--- src/rtl/vga_timing_pkg.sv ---
// -----------------------------------------------------------------------------
// vga_timing_pkg
//
// Shared timing constants for the 640x480 VGA output path, the sync window
// bounds derived from them, the update-arbiter state type and a small window
// decode helper used by the sync generators.
//
// Contents:
//   H_ACTIVE/H_FP/H_SYNC/H_BP/H_TOTAL   horizontal timing in pixels
//   V_ACTIVE/V_FP/V_SYNC/V_BP/V_TOTAL   vertical timing in lines
//   H_SYNC_START/H_SYNC_END             hcount window where Hsync is low
//   V_SYNC_START/V_SYNC_END             vcount window where Vsync is low
//   arb_state_e                         update arbiter states
//   in_window()                         inclusive range test on a counter
// -----------------------------------------------------------------------------
package vga_timing_pkg;

  localparam int H_ACTIVE = 640;
  localparam int H_FP     = 15;
  localparam int H_SYNC   = 96;
  localparam int H_BP     = 49;
  localparam int H_TOTAL  = H_ACTIVE + H_FP + H_SYNC + H_BP;  // 800

  localparam int V_ACTIVE = 480;
  localparam int V_FP     = 9;
  localparam int V_SYNC   = 2;
  localparam int V_BP     = 34;
  localparam int V_TOTAL  = V_ACTIVE + V_FP + V_SYNC + V_BP;  // 525

  // Sync pulses start right after the front porch and last SYNC counts.
  localparam int H_SYNC_START = H_ACTIVE + H_FP;              // 655
  localparam int H_SYNC_END   = H_SYNC_START + H_SYNC - 1;    // 750
  localparam int V_SYNC_START = V_ACTIVE + V_FP;              // 489
  localparam int V_SYNC_END   = V_SYNC_START + V_SYNC - 1;    // 490

  typedef enum logic [1:0] {
    IDLE    = 2'd0,
    PENDING = 2'd1,
    GRANT   = 2'd2,
    WAIT    = 2'd3
  } arb_state_e;

  // Inclusive window test on a 10-bit counter value.
  function automatic logic in_window(input logic [9:0] value,
                                     input logic [9:0] lo,
                                     input logic [9:0] hi);
    return (value >= lo) && (value <= hi);
  endfunction

endpackage

--- src/rtl/vga_pixel_counter.sv ---
// -----------------------------------------------------------------------------
// vga_pixel_counter
//
// Horizontal/vertical pixel counter pair. hcount advances every pixel clock
// and wraps at the end of the line; on that wrap vcount advances and wraps at
// the end of the frame. Both counters clear on the synchronous reset.
//
// Ports:
//   clk          in   pixel clock
//   greset       in   synchronous active-high reset
//   hcount       out  10  horizontal position, 0..H_TOTAL-1
//   vcount       out  10  vertical position, 0..V_TOTAL-1
//   end_of_line  out  1   high while hcount is on the last pixel of a line
// -----------------------------------------------------------------------------
module vga_pixel_counter #(
  parameter int H_TOTAL = vga_timing_pkg::H_TOTAL,
  parameter int V_TOTAL = vga_timing_pkg::V_TOTAL
) (
  input  logic       clk,
  input  logic       greset,
  output logic [9:0] hcount,
  output logic [9:0] vcount,
  output logic       end_of_line
);

  import vga_timing_pkg::*;

  localparam logic [9:0] H_LAST = 10'(H_TOTAL - 1);
  localparam logic [9:0] V_LAST = 10'(V_TOTAL - 1);

  logic [9:0] hcount_r;
  logic [9:0] vcount_r;
  logic       eol_s;

  assign eol_s       = (hcount_r == H_LAST);
  assign hcount      = hcount_r;
  assign vcount      = vcount_r;
  assign end_of_line = eol_s;

  // Counter pair: hcount every cycle, vcount on each line wrap.
  always_ff @(posedge clk) begin
    if (greset) begin
      hcount_r <= 10'd0;
      vcount_r <= 10'd0;
    end else if (eol_s) begin
      hcount_r <= 10'd0;
      if (vcount_r == V_LAST) begin
        vcount_r <= 10'd0;
      end else begin
        vcount_r <= vcount_r + 10'd1;
      end
    end else begin
      hcount_r <= hcount_r + 10'd1;
    end
  end

endmodule

--- src/rtl/vga_frame_sequencer.sv ---
// -----------------------------------------------------------------------------
// vga_frame_sequencer
//
// Sequences the VGA output path on the pixel clock: steps the pixel counters,
// generates registered active-low Hsync/Vsync, blanks the colour outside the
// visible region, and grants game logic a single update slot per request at
// the start of vertical blanking.
//
// Ports:
//   clk         in   pixel clock, single domain
//   greset      in   synchronous active-high reset
//   rgb_in      in   12  {R,G,B} colour for the current hcount/vcount
//   upd_req     in   1   update request, held high until granted
//   hcount      out  10  horizontal counter (unregistered)
//   vcount      out  10  vertical counter (unregistered)
//   active      out  1   hcount/vcount inside the visible region
//   frame_tick  out  1   pulse at (hcount=0, vcount=V_ACTIVE)
//   upd_grant   out  1   one-cycle grant, coincident with frame_tick
//   Hsync       out  1   registered horizontal sync, active-low
//   Vsync       out  1   registered vertical sync, active-low
//   vgaRed      out  4   registered, blanked red
//   vgaGreen    out  4   registered, blanked green
//   vgaBlue     out  4   registered, blanked blue
// -----------------------------------------------------------------------------
module vga_frame_sequencer #(
  parameter int H_ACTIVE = vga_timing_pkg::H_ACTIVE,
  parameter int H_FP     = vga_timing_pkg::H_FP,
  parameter int H_SYNC   = vga_timing_pkg::H_SYNC,
  parameter int H_BP     = vga_timing_pkg::H_BP,
  parameter int V_ACTIVE = vga_timing_pkg::V_ACTIVE,
  parameter int V_FP     = vga_timing_pkg::V_FP,
  parameter int V_SYNC   = vga_timing_pkg::V_SYNC,
  parameter int V_BP     = vga_timing_pkg::V_BP
) (
  input  logic        clk,
  input  logic        greset,
  input  logic [11:0] rgb_in,
  input  logic        upd_req,
  output logic [9:0]  hcount,
  output logic [9:0]  vcount,
  output logic        active,
  output logic        frame_tick,
  output logic        upd_grant,
  output logic        Hsync,
  output logic        Vsync,
  output logic [3:0]  vgaRed,
  output logic [3:0]  vgaGreen,
  output logic [3:0]  vgaBlue
);

  import vga_timing_pkg::*;

  localparam int LINE_TOTAL  = H_ACTIVE + H_FP + H_SYNC + H_BP;
  localparam int FRAME_LINES = V_ACTIVE + V_FP + V_SYNC + V_BP;

  localparam logic [9:0] H_VIS      = 10'(H_ACTIVE);
  localparam logic [9:0] V_VIS      = 10'(V_ACTIVE);
  localparam logic [9:0] HS_LO      = 10'(H_ACTIVE + H_FP);
  localparam logic [9:0] HS_HI      = 10'(H_ACTIVE + H_FP + H_SYNC - 1);
  localparam logic [9:0] VS_LO      = 10'(V_ACTIVE + V_FP);
  localparam logic [9:0] VS_HI      = 10'(V_ACTIVE + V_FP + V_SYNC - 1);
  // Last line before blanking; its final pixel is the grant decision point.
  localparam logic [9:0] V_PRE_BLANK = 10'(V_ACTIVE - 1);

  logic [9:0]  hcount_s;
  logic [9:0]  vcount_s;
  logic        eol_s;
  logic        active_s;
  logic        blank_start_s;
  logic        grant_point_s;

  arb_state_e  state_r;
  arb_state_e  state_nxt_s;
  logic        upd_grant_r;
  logic        hsync_r;
  logic        vsync_r;
  logic [11:0] rgb_r;

  vga_pixel_counter #(
    .H_TOTAL (LINE_TOTAL),
    .V_TOTAL (FRAME_LINES)
  ) u_pixel_counter (
    .clk         (clk),
    .greset      (greset),
    .hcount      (hcount_s),
    .vcount      (vcount_s),
    .end_of_line (eol_s)
  );

  assign active_s      = (hcount_s < H_VIS) && (vcount_s < V_VIS);
  assign blank_start_s = (hcount_s == 10'd0) && (vcount_s == V_VIS);
  // The counters step to (0, V_ACTIVE) on the next edge: deciding here lets
  // the registered grant line up with frame_tick.
  assign grant_point_s = eol_s && (vcount_s == V_PRE_BLANK);

  // Update arbiter next-state decode.
  always_comb begin
    state_nxt_s = state_r;
    case (state_r)
      IDLE: begin
        if (upd_req) begin
          state_nxt_s = PENDING;
        end else begin
          state_nxt_s = IDLE;
        end
      end
      PENDING: begin
        // A withdrawn request is dropped, even at the grant point.
        if (!upd_req) begin
          state_nxt_s = IDLE;
        end else if (grant_point_s) begin
          state_nxt_s = GRANT;
        end else begin
          state_nxt_s = PENDING;
        end
      end
      GRANT: begin
        state_nxt_s = WAIT;
      end
      WAIT: begin
        // Hold until the requester lets go so a stuck request is not
        // granted again next frame.
        if (!upd_req) begin
          state_nxt_s = IDLE;
        end else begin
          state_nxt_s = WAIT;
        end
      end
      default: begin
        state_nxt_s = IDLE;
      end
    endcase
  end

  // Arbiter state and registered grant.
  always_ff @(posedge clk) begin
    if (greset) begin
      state_r     <= IDLE;
      upd_grant_r <= 1'b0;
    end else begin
      state_r     <= state_nxt_s;
      upd_grant_r <= (state_nxt_s == GRANT);
    end
  end

  // Output pipeline: sync decode and colour blanking, one stage behind the
  // counters.
  always_ff @(posedge clk) begin
    if (greset) begin
      hsync_r <= 1'b1;
      vsync_r <= 1'b1;
      rgb_r   <= 12'h000;
    end else begin
      hsync_r <= ~in_window(hcount_s, HS_LO, HS_HI);
      vsync_r <= ~in_window(vcount_s, VS_LO, VS_HI);
      rgb_r   <= active_s ? rgb_in : 12'h000;
    end
  end

  assign hcount     = hcount_s;
  assign vcount     = vcount_s;
  assign active     = active_s;
  assign frame_tick = blank_start_s;
  assign upd_grant  = upd_grant_r;
  assign Hsync      = hsync_r;
  assign Vsync      = vsync_r;
  assign vgaRed     = rgb_r[11:8];
  assign vgaGreen   = rgb_r[7:4];
  assign vgaBlue    = rgb_r[3:0];

endmodule

--- config.mk ---
export PLATFORM = sky130hd
export DESIGN_NAME = vga_frame_sequencer
export DESIGN_NICKNAME = d
export VERILOG_FILES = /design/src/rtl/vga_timing_pkg.sv /design/src/rtl/vga_pixel_counter.sv /design/src/rtl/vga_frame_sequencer.sv
export SDC_FILE = /design/constraint.sdc
export NUM_CORES = 1
export LEC_CHECK = 0
export ABC_AREA = 1
export CORE_MARGIN = 2
export CORE_UTILIZATION = 40
export DETAILED_ROUTE_END_ITERATION = 10
export GPL_TIMING_DRIVEN = 0
export PLACE_DENSITY_LB_ADDON = 0.25
export SYNTH_ARGS = -nofsm -noshare
export SYNTH_HDL_FRONTEND = slang
export SYNTH_SLANG_ARGS = --single-unit
--- constraint.sdc ---
create_clock -name clk -period 1.28 [get_ports clk]
set_input_delay 0.256 -clock clk [delete_from_list [all_inputs] [get_ports clk]]
set_output_delay 0.256 -clock clk [all_outputs]
set_load 0.02 [all_outputs]
==> results.md <==
* Total Wirelength at 5290 um
* Drc violations at 0
* Antenna violations before repair at 0
* Dpl cells at 346
* Clock Sink Count at 37
* M1 WL at 2140 um
* Post-synth net total at 265
* Number of global-route vias before repair at 1796
* RSZ-0062 raised after global routing: true
* Post-synthesis async set-or-reset flop share at 0%
* CTS Buffer Depth at 2
* Gr ovfl total at 0
* Metal2 WL at 2720 um
* Period minus WS final at 1.64 ns
* Final Non-Filler Cells at 394
* Syn_area_per_cell at 7.26 um^2
* Layout overhead on the synthesized area at 72.0%
* Fillers at 337
* Largest net degree at the start of global routing at 13
* CTS tree: built
* WL met3 at 303 um
* Clk pin slew, worst setup/hold paths at 0.08 ns
* Post-route core utilization at 70.5%
* Ys flop type: dfxtp_1
* Die area at 4980 um^2
* Synth cell types at 30
* FMAX at 610 MHz
* Setup WS post-layout at -0.361 ns
* Vias at 1960
* Via-per-instance ratio at 4.97
* Share of cells above drive strength 1 at 42.7%
* Final hold vios at 0
* Reg area at 802 um^2
* Period utilization at 128%
* Crit path required time at 1.02 ns
* Crit-path max FO at 2
* Crit end category: output pin
* Number of I/O port buffers at 50
* Fin. max-slew vios at 0
* Worst slack at placement at -0.628 ns
* CP Class: reg2out
* Startpoint types: flop
* Antenna cells at 0
* CTS Buf Count at 5
* First-pass GRT wire length at 8460 um
* FF+latch count, synth at 37
* H-tree depth at 2
* Final setup violating endpoints at 26
* Footprint of the multi-input gates at 1050 um^2
* Power Density at 818 nW/um^2
* Lkg Pwr at 1.41 nW
* Outcome: complete, but fails checks
* Root Driver: clkbuf_8
* Worst-Skew Late Latency at 0.30 ns
* Area of the core at 4320 um^2
* R2R Setup Slk at -0.19 ns
* FP Rows at 24
* Post-DP HPWL at 3070 um
* Die Ht at 70.6 um
* Drt wl/cell at 13.4 um
* Initial DRC Count at 81
* Clock Skew at 0.00596 ns
* Die W at 70.6 um
* Most common cell after layout, fill and taps aside: nand2_1
* Hold Path Class: in2reg
* Max Cap Viol at 0
* Critical path arrival at 1.38 ns
* TritonRoute pass-1 iters at 4
* Most frequent cells in the layout: nand2_1, inv_1, buf_4, nor2_1
* Peak supply drop at 0.000642 V
* Tightest Pin Transition at 0.477 ns
* Nets at 362
* CTS Hold Bufs at 0
* RD Place Congestion at 0.908
* Post-DRT Antenna Nets at 0
* Post-synth EDFFs at 0
* Synth warnings at 0
* Post-Syn Instances at 244
* Overall power at 2.49 mW
* Starting density of the core at 41.0%
* Register area share after synthesis at 41.8%
* Worst slew margin at 68.2%
* Top Metal Used: met4
* Ports at 52
* Failing checks: setup timing
* Mapped cell area at 1770 um^2
* GR Util All Layers at 21.5%
## final timing paths
kind	start	endpoint	depth (start not counted)
worst max-delay path	u_pixel_counter.vcount[1]	frame_tick	5
worst min register to register	u_pixel_counter.vcount[6]	u_pixel_counter.vcount[6]	2
worst min-delay path	greset	u_pixel_counter.vcount[8]	2
worst max register to register	u_pixel_counter.hcount[1]	u_pixel_counter.hcount[8]	9
## power breakdown
group / switching [mW] / internal (mW) / leakage (nW) / total [mW]
Sequential: 0.0162 / 1.15 / 0.316 / 1.17
Combinational: 0.131 / 0.131 / 1.03 / 0.261
Clock: 0.443 / 0.617 / 0.0645 / 1.06
Total: 0.590 / 1.90 / 1.41 / 2.49
## per-stage QoR
stage          TNS (ns)  cell area [um^2]  hold WS (ns)
6_report          -3.58              3050         0.373
5_1_grt           -5.62              3050         0.387
4_1_cts           -1.32              2900         0.354
3_5_place_dp      -5.66              2440         0.446
3_3_place_gp      -5.67              2440         0.444
2_1_floorplan    -0.678              1880         0.368
## final cells by class
cell class,count,share of cell area [%]
multi-input cells,158,34.5
inverters,46,6.08
well taps,52,2.14
clock buffers,7,3.90
repair buffers,90,26.1
flip-flops and latches,37,26.3
plain buffers,3,0.862
clock inverters,1,0.164
## critical path, stage by stage (launching register included)
cell     delay (ns)
dfxtp_4        0.36
inv_4          0.06
ha_4           0.13
nand4_1        0.13
nor4b_4        0.23
buf_4          0.18
## repair_timing
| action | 4_1_cts | 5_1_grt |
|---|---|---|
| setup buffers | 31 | 8 |
| cloned | 1 | 1 |
| pin swaps | 21 | 19 |
| endpoints found under the setup margin | 70 | 48 |
| gates resized for setup | 116 | 45 |
## cell usage after synthesis, types with 2 or more instances
cell type / count / area (um^2)
nor2_1: 33 / 124
nor2_4: 3 / 33.8
ha_1: 6 / 75.1
inv_1: 44 / 165
a21oi_1: 10 / 50.1
inv_2: 2 / 7.51
dfxtp_1: 37 / 741
nand3_1: 21 / 105
o21ai_0: 4 / 20.0
nand2_1: 45 / 169
nor3_1: 5 / 25.0
nand2_2: 2 / 12.5
nand4_1: 9 / 56.3
nand3_2: 2 / 20.0
nand3b_1: 2 / 15.0
nor2_2: 5 / 31.3
## registers in the layout, indices dropped and copies added (netlist names)
name                    cells
u_pixel_counter.hcount     10
u_pixel_counter.vcount     10
upd_grant                   1
rgb_r                      12
state_r                     2
Vsync                       1
Hsync                       1
## kinds of logic (layout without fill, tap and decap cells)
group                    count (synthesis)  in the layout  synth area share, %
flip-flops                              37             37                 41.8
AND/OR/NAND/NOR                        133            133                 36.9
adder cells (fa/ha/maj)                  6              6                 4.24
buffers and inverters                   49            147                 11.0
AO/OA/AOI/OAI                           19             19                 6.07
## layer usage
metal  track usage (%)  vias to the layer above
li1                  -                      973
met1              26.2                      903
met2              36.4                       70
met3              4.99                       14
met4              9.43                        0
met5                 0                        -
Note: power is estimated with default switching activity, not from simulation.
